[src/rtl/pipe_ctrl_pkg.sv]
// rtl/pipe_ctrl_pkg.sv - shared types and constants for the pipeline hazard controller
//
// Purpose : controller state encoding, the hard-wired zero register index and
//           the lower bounds on the latency parameters of pipe_ctrl.
// Ports   : none (package).
package pipe_ctrl_pkg;

  typedef enum logic [1:0] {
    RUN   = 2'd0,
    MULTI = 2'd1,
    FLUSH = 2'd2
  } ctrl_state_t;

  localparam int REG_ZERO      = 0;
  localparam int MUL_LAT_MIN   = 2;
  localparam int FLUSH_CYC_MIN = 1;

  function automatic bit params_ok(input int mul_lat, input int flush_cyc);
    return (mul_lat >= MUL_LAT_MIN) && (flush_cyc >= FLUSH_CYC_MIN);
  endfunction

endpackage

[src/rtl/pipe_ctrl_hazard_detect.sv]
// rtl/pipe_ctrl_hazard_detect.sv - combinational load-use hazard comparator
//
// Purpose : flags an ID instruction that reads the register a load in EX is
//           about to write. Register 0 never hazards.
// Ports   : id_valid, id_rs1, id_rs2, id_uses_rs2  - ID stage operands
//           ex_valid, ex_rd, ex_wr, ex_is_load      - EX stage destination
//           hazard                                  - load-use hazard present
module pipe_ctrl_hazard_detect
  import pipe_ctrl_pkg::*;
#(
  parameter int REG_W = 4
) (
  input  logic             id_valid,
  input  logic [REG_W-1:0] id_rs1,
  input  logic [REG_W-1:0] id_rs2,
  input  logic             id_uses_rs2,
  input  logic             ex_valid,
  input  logic [REG_W-1:0] ex_rd,
  input  logic             ex_wr,
  input  logic             ex_is_load,
  output logic             hazard
);

  logic load_live;
  logic rs1_hit;
  logic rs2_hit;

  // A load only matters if it really writes a non-zero register.
  assign load_live = ex_valid & ex_is_load & ex_wr & (ex_rd != REG_W'(REG_ZERO));
  assign rs1_hit   = (ex_rd == id_rs1);
  assign rs2_hit   = id_uses_rs2 & (ex_rd == id_rs2);
  assign hazard    = id_valid & load_live & (rs1_hit | rs2_hit);

endmodule

[src/rtl/pipe_ctrl.sv]
// rtl/pipe_ctrl.sv - EXE-stage hazard, multi-cycle hold and branch flush controller
//
// Purpose : detects load-use hazards, holds EX for multi-cycle ALU ops and
//           turns a taken branch into a PC redirect plus a timed flush.
//           Optional feature macro PIPE_CTRL_PERF_CNT_EN enables saturating
//           stall/flush cycle counters; without it the counter ports read 0.
// Ports   : clk, rst (async, active-low)
//           id_valid, id_rs1, id_rs2, id_uses_rs2       - ID operands
//           ex_valid, ex_rd, ex_wr, ex_is_load, ex_multi - EX instruction
//           branch_taken, jaddr_in                      - EXE branch unit
//           stall_if, stall_id, flush_id, flush_ex, alu_hold - pipeline control
//           pc_load, pc_target                          - PC redirect
//           busy                                        - controller not in RUN
//           stall_cnt, flush_cnt                        - performance counters
module pipe_ctrl
  import pipe_ctrl_pkg::*;
#(
  parameter int REG_W     = 4,
  parameter int JADDR_W   = 13,
  parameter int MUL_LAT   = 4,
  parameter int FLUSH_CYC = 2
) (
  input  logic               clk,
  input  logic               rst,
  input  logic               id_valid,
  input  logic [REG_W-1:0]   id_rs1,
  input  logic [REG_W-1:0]   id_rs2,
  input  logic               id_uses_rs2,
  input  logic               ex_valid,
  input  logic [REG_W-1:0]   ex_rd,
  input  logic               ex_wr,
  input  logic               ex_is_load,
  input  logic               ex_multi,
  input  logic               branch_taken,
  input  logic [JADDR_W-1:0] jaddr_in,
  output logic               stall_if,
  output logic               stall_id,
  output logic               flush_id,
  output logic               flush_ex,
  output logic               alu_hold,
  output logic               pc_load,
  output logic [JADDR_W-1:0] pc_target,
  output logic               busy,
  output logic [15:0]        stall_cnt,
  output logic [15:0]        flush_cnt
);

  localparam int CNT_MAX = (MUL_LAT > FLUSH_CYC) ? MUL_LAT : FLUSH_CYC;
  localparam int CNT_W   = $clog2(CNT_MAX + 1);
  localparam logic [CNT_W-1:0] MUL_INIT   = CNT_W'(MUL_LAT - 2);
  localparam logic [CNT_W-1:0] FLUSH_INIT = CNT_W'((FLUSH_CYC > 1) ? (FLUSH_CYC - 2) : 0);
  // A one-cycle flush is fully covered by the detection cycle, so no FLUSH state.
  localparam bit USE_FLUSH = (FLUSH_CYC > 1);

  generate
    if (!params_ok(MUL_LAT, FLUSH_CYC)) begin : g_bad_params
      $error("pipe_ctrl: MUL_LAT must be >= 2 and FLUSH_CYC must be >= 1");
    end
  endgenerate

  ctrl_state_t      state;
  logic [CNT_W-1:0] cnt;
  logic             cnt_zero;
  logic             hazard;

  assign cnt_zero = (cnt == '0);

  pipe_ctrl_hazard_detect #(
    .REG_W(REG_W)
  ) u_hazard (
    .id_valid   (id_valid),
    .id_rs1     (id_rs1),
    .id_rs2     (id_rs2),
    .id_uses_rs2(id_uses_rs2),
    .ex_valid   (ex_valid),
    .ex_rd      (ex_rd),
    .ex_wr      (ex_wr),
    .ex_is_load (ex_is_load),
    .hazard     (hazard)
  );

  // Outputs are gated by rst so an asserted reset silences them at once,
  // even before the asynchronous state clear has propagated.
  always_comb begin
    stall_if  = 1'b0;
    stall_id  = 1'b0;
    flush_id  = 1'b0;
    flush_ex  = 1'b0;
    alu_hold  = 1'b0;
    pc_load   = 1'b0;
    pc_target = '0;
    if (rst) begin
      case (state)
        RUN: begin
          // Priority: branch > multi-cycle op > load-use.
          if (branch_taken) begin
            pc_load   = 1'b1;
            pc_target = jaddr_in;
            flush_id  = 1'b1;
            flush_ex  = 1'b1;
          end else if (ex_valid && ex_multi) begin
            alu_hold = 1'b1;
            stall_if = 1'b1;
            stall_id = 1'b1;
          end else if (hazard) begin
            stall_if = 1'b1;
            stall_id = 1'b1;
            flush_ex = 1'b1;
          end
        end
        MULTI: begin
          // The cnt==0 cycle releases EX so the op leaves on this edge.
          if (!cnt_zero) begin
            alu_hold = 1'b1;
            stall_if = 1'b1;
            stall_id = 1'b1;
          end
        end
        FLUSH: begin
          flush_id = 1'b1;
          flush_ex = 1'b1;
        end
        default: ;
      endcase
    end
  end

  assign busy = (state != RUN);

  always_ff @(posedge clk or negedge rst) begin
    if (!rst) begin
      state <= RUN;
      cnt   <= '0;
    end else begin
      case (state)
        RUN: begin
          if (branch_taken) begin
            if (USE_FLUSH) begin
              state <= FLUSH;
              cnt   <= FLUSH_INIT;
            end
          end else if (ex_valid && ex_multi) begin
            state <= MULTI;
            cnt   <= MUL_INIT;
          end
        end
        MULTI, FLUSH: begin
          if (cnt_zero) begin
            state <= RUN;
          end else begin
            cnt <= cnt - CNT_W'(1);
          end
        end
        default: begin
          state <= RUN;
          cnt   <= '0;
        end
      endcase
    end
  end

  // The branch unit must not fire while a multi-cycle op owns EX.
  a_no_branch_in_multi: assert property (
    @(posedge clk) disable iff (!rst) (state == MULTI) |-> !branch_taken
  );

`ifdef PIPE_CTRL_PERF_CNT_EN
  always_ff @(posedge clk or negedge rst) begin
    if (!rst) begin
      stall_cnt <= '0;
      flush_cnt <= '0;
    end else begin
      if (stall_if && (stall_cnt != 16'hFFFF)) begin
        stall_cnt <= stall_cnt + 16'd1;
      end
      if (flush_id && (flush_cnt != 16'hFFFF)) begin
        flush_cnt <= flush_cnt + 16'd1;
      end
    end
  end
`else
  assign stall_cnt = '0;
  assign flush_cnt = '0;
`endif

endmodule

[config.mk]
export PLATFORM = sky130hd
export DESIGN_NAME = pipe_ctrl
export DESIGN_NICKNAME = d
export VERILOG_FILES = /design/src/rtl/pipe_ctrl_pkg.sv /design/src/rtl/pipe_ctrl_hazard_detect.sv /design/src/rtl/pipe_ctrl.sv
export SDC_FILE = /design/constraint.sdc
export NUM_CORES = 1
export LEC_CHECK = 0
export CORE_ASPECT_RATIO = 1.5
export CORE_MARGIN = 1.5
export CORE_UTILIZATION = 31
export DETAILED_ROUTE_END_ITERATION = 7
export PLACE_DENSITY = 0.85
export SYNTH_ARGS = -nofsm -noshare
export SYNTH_HDL_FRONTEND = slang
export SYNTH_HIERARCHICAL = 1
export SYNTH_SLANG_ARGS = --single-unit
export TNS_END_PERCENT = 5
[constraint.sdc]
create_clock -name clk -period 2.3 [get_ports clk]
set_input_delay 0.46 -clock clk [delete_from_list [all_inputs] [get_ports clk]]
set_output_delay 0.46 -clock clk [all_outputs]
set_load 0.01 [all_outputs]
==> results by group <==
Die
  • Top Ports: 86
  • Number of rows created at floorplan: 24
  • Placeable core area: about 0.003 mm^2
  • Die outline width: approximately 48 um
  • Floorplan die area: between 0.003 and 0.004 mm^2
  • Initial Util: between 30% and 40%
  • Die height: just over 70 um

Flow run
  • Max Cap Viol: 0

Synthesis
  • Number of enable-type register cells in the synthesized netlist: 0
  • Number of synthesis warnings: 6
  • FFs w/ async S/R, synth: between 90% and 100%
  • Yosys top cell area share: 26.09%
  • Number of storage elements in the synthesis netlist: 5
  • Cells taking the most area after synthesis: sky130_fd_sc_hd__buf_4 26%, sky130_fd_sc_hd__dfrtp_1 13%, sky130_fd_sc_hd__and2_1 9.2%
  • Leading post-synthesis cells by instance count: 33 x sky130_fd_sc_hd__buf_4, 14 x sky130_fd_sc_hd__and2_1, 8 x sky130_fd_sc_hd__xnor2_1, 6 x sky130_fd_sc_hd__ha_1, 6 x sky130_fd_sc_hd__nand2_1
  • Syn Std Cell Area: ~950 um^2
  • Yosys top cell by area: sky130_fd_sc_hd__buf_4
  • Number of instances in the synthesized netlist: around 120
  • Count of distinct cell types in the synthesized netlist: 34
  • Leading register cell type out of synthesis: sky130_fd_sc_hd__dfrtp_1
  • Average footprint of a synthesized cell: 8.258 um^2
  • Fraction of the yosys area taken by sequential cells: between 10% and 20%
  • Most frequently used cell type in the post-synthesis netlist: sky130_fd_sc_hd__buf_4

Setup path
  • Critical Path Source Type: input port
  • WP buf/inv: 2
  • Ordered cell list for the critical path: clkbuf_2 > or4_4 > nand4_1 > o22ai_2 > a21o_1 > nand2_1 > a21boi_2 > buf_2
  • Startpoint of the worst register-to-register path: state[0]$_DFFE_PN0P_
  • Top cell family by delay on the critical path: simple AND/OR/NAND/NOR gates
  • Setup slack of the most critical reg-to-reg path: approximately 0.7 ns
  • Required time at the worst-slack endpoint: around 1.8 ns
  • Number of cells on the worst reg-to-reg path: 6
  • Crit end category: primary output
  • Crit. Startpoint: ex_rd[1]
  • Type of the worst setup path: in -> out
  • Worst r2r dst: cnt[0]$_DFFE_PN0P_
  • Critical path peak fanout: 3
  • Data arrival time of the critical path: 1.76 ns
  • Crit-path max cell delay: around 0.55 ns
  • Slowest cell on the critical path: sky130_fd_sc_hd__or4_4

Power
  • Worst VDD drop: 0.5697 mV
  • LEAKAGE: ~0.86 nW
  • PD cells: between 600 and 700 mW/mm^2

Clock network
  • Clock tree from TritonCTS: yes
  • Register clock-pin slew on the reported worst setup and hold paths: ~0.03 ns
  • Number of buffers between clock root and the deepest sink: 2
  • Buffer cell driving the clock tree root: sky130_fd_sc_hd__clkbuf_8
  • Later-pin clock latency in the skew report: approximately 0.22 ns
  • Number of clock sinks: 5
  • TritonCTS Buffers: 3
  • CTS H-Tree Depth: 1
  • Post-CTS Hold Buffers: 0

Global routing
  • Number of antenna violations at the first check in global routing: 0
  • Total congestion overflow: 0
  • Maximum number of pins on one net before global-route repair: 16
  • Wire length of the first global-routing pass: 3284 um
  • Vias in the first global route: between 700 and 800
  • Global router's overall resource usage: between 10% and 20%

Placed design
  • Placed cells: 214
  • Total half-perimeter wirelength after legalization and detailed placement: between 2000 and 2500 um
  • Port buffer count: 53
  • Routability congestion estimate: 0.8358

Worst hold path
  • Worst hold path class: reg -> reg
  • Startpoint of the tightest hold check path: cnt[1]$_DFFE_PN0P_
  • Hold worst-path end: cnt[1]$_DFFE_PN0P_
  • Number of stages on the worst hold path: 2

Route
  • Per-cell routed wire length: between 10 and 15 um
  • Average via count per standard cell: around 4.2
  • Iter 0 DRT Violations: 4
  • Final wirelength: roughly 2500 um
  • Count of antenna-violating nets left after detailed routing: 0
  • Number of remaining DRC errors: 0
  • Total number of vias: 930
  • Number of optimization iterations in the first detailed-route pass: 4

Timing
  • Number of pins exceeding their max-slew limit in the final report: 0
  • Fin crit period: approximately 2.2 ns
  • Clk_skew: ~0.0024 ns
  • Final critical-path share of the clock period: a little over nine tenths
  • Number of hold violations in the final report: 0
  • RSZ-0062 raised after global routing: false
  • Achievable clock frequency: roughly 450 MHz
  • Number of setup violations in the final report: 0
  • Worst Hold Slack: 0.5678 ns

Finish
  • Final antenna diode count: 0
  • Post-layout instance count excluding filler cells: approximately 220
  • Net count of the finished layout: roughly 220
  • Synth-to-Final Area Change: 61.00%
  • Layout cells sized above 1: between 10% and 20%

Outcome
  • Run status: complete, no violations
==> stage by stage <==
stage | setup TNS [ns] | instance area, um^2 | setup WS [ns] | power, W | utilization, %
floorplan | 0 | 1066 | 0.1312 | 0.0006204 | -
global placement | -4.688 | 1464 | -0.6546 | 0.0008477 | 50.26
detailed placement | -4.846 | 1464 | -0.7038 | 0.0008600 | 50.26
CTS | -0.1055 | 1484 | -0.04371 | 0.0009961 | 50.94
global route | 0 | 1529 | 0.002684 | 0.001089 | 52.49
finish | 0 | 1529 | 0.08162 | 0.0009995 | 52.49
==> power breakdown <==
part / internal, W / switching, W
clock: 0.000119 / 0.0000402
sequential: 0.000123 / 0.0000195
combinational: 0.000357 / 0.000341
total: 0.000599 / 0.000400
==> per-layer routing <==
metal / share of wire, % / track usage, %
met5: 0 / 0
met4: 0.55 / 0.9009
met3: 13 / 4.082
met2: 53 / 25.88
met1: 33 / 11.62
==> timing repair <==
action / CTS / global route
resized for setup: 40 / 21
pin swaps: 6 / 12
buffers inserted: 0 / 3
setup endpoints to repair: 19 / 4
==> worst max-delay path by stage <==
stage	end	slack, ns	cells after the start
floorplan	stall_if	0.13	7
global placement	stall_id	-0.65	8
detailed placement	stall_id	-0.70	8
CTS	stall_id	-0.04	8
global route	pc_target[5]	0.003	6
finish	stall_id	0.08	8
==> final cells by class <==
cell class | instances | area, um^2
Sequential cell | 5 | 125.1
Tap cell | 39 | 48.80
Timing Repair Buffer | 67 | 603.1
Inverter | 5 | 18.77
Multi-Input combinational cell | 101 | 688.2
Clock buffer | 4 | 45.04
Fill cell | 277 | 1384
==> cell usage in the layout, fill, tap and decap left out, types with 3 or more instances in the layout <==
cell,n
sky130_fd_sc_hd__conb_1,32
sky130_fd_sc_hd__inv_1,5
sky130_fd_sc_hd__buf_2,3
sky130_fd_sc_hd__xnor2_1,7
sky130_fd_sc_hd__nand3_1,5
sky130_fd_sc_hd__nand2_1,5
sky130_fd_sc_hd__ha_1,6
sky130_fd_sc_hd__clkbuf_8,3
sky130_fd_sc_hd__dfrtp_1,5
sky130_fd_sc_hd__dlymetal6s2s_1,10
sky130_fd_sc_hd__dlygate4sd2_1,18
sky130_fd_sc_hd__and2_1,14
sky130_fd_sc_hd__buf_4,14
sky130_fd_sc_hd__clkdlybuf4s50_1,18
sky130_fd_sc_hd__clkbuf_2,4
==> kinds of logic after synthesis <==
| family | synth area share [%] |
|---|---|
| buf+inv | 29.78 |
| simple gates | 25.56 |
| compound gates | 14.76 |
| xor+xnor | 7.378 |
| fa+ha+maj | 7.905 |
| flops | 13.18 |
| other cells | 0.3949 |
| mux | 1.054 |
==> sequential cells by signal (all words and copies together), names as in the netlist <==
register,count
state,2
cnt,3
==> tightest hold or removal path, cell delays in order (launching register included) <==
cell and delay [ns]:
sky130_fd_sc_hd__dfrtp_1 0.32, sky130_fd_sc_hd__inv_1 0.06, sky130_fd_sc_hd__mux2i_1 0.13
Note: power is estimated with default switching activity, not from simulation.
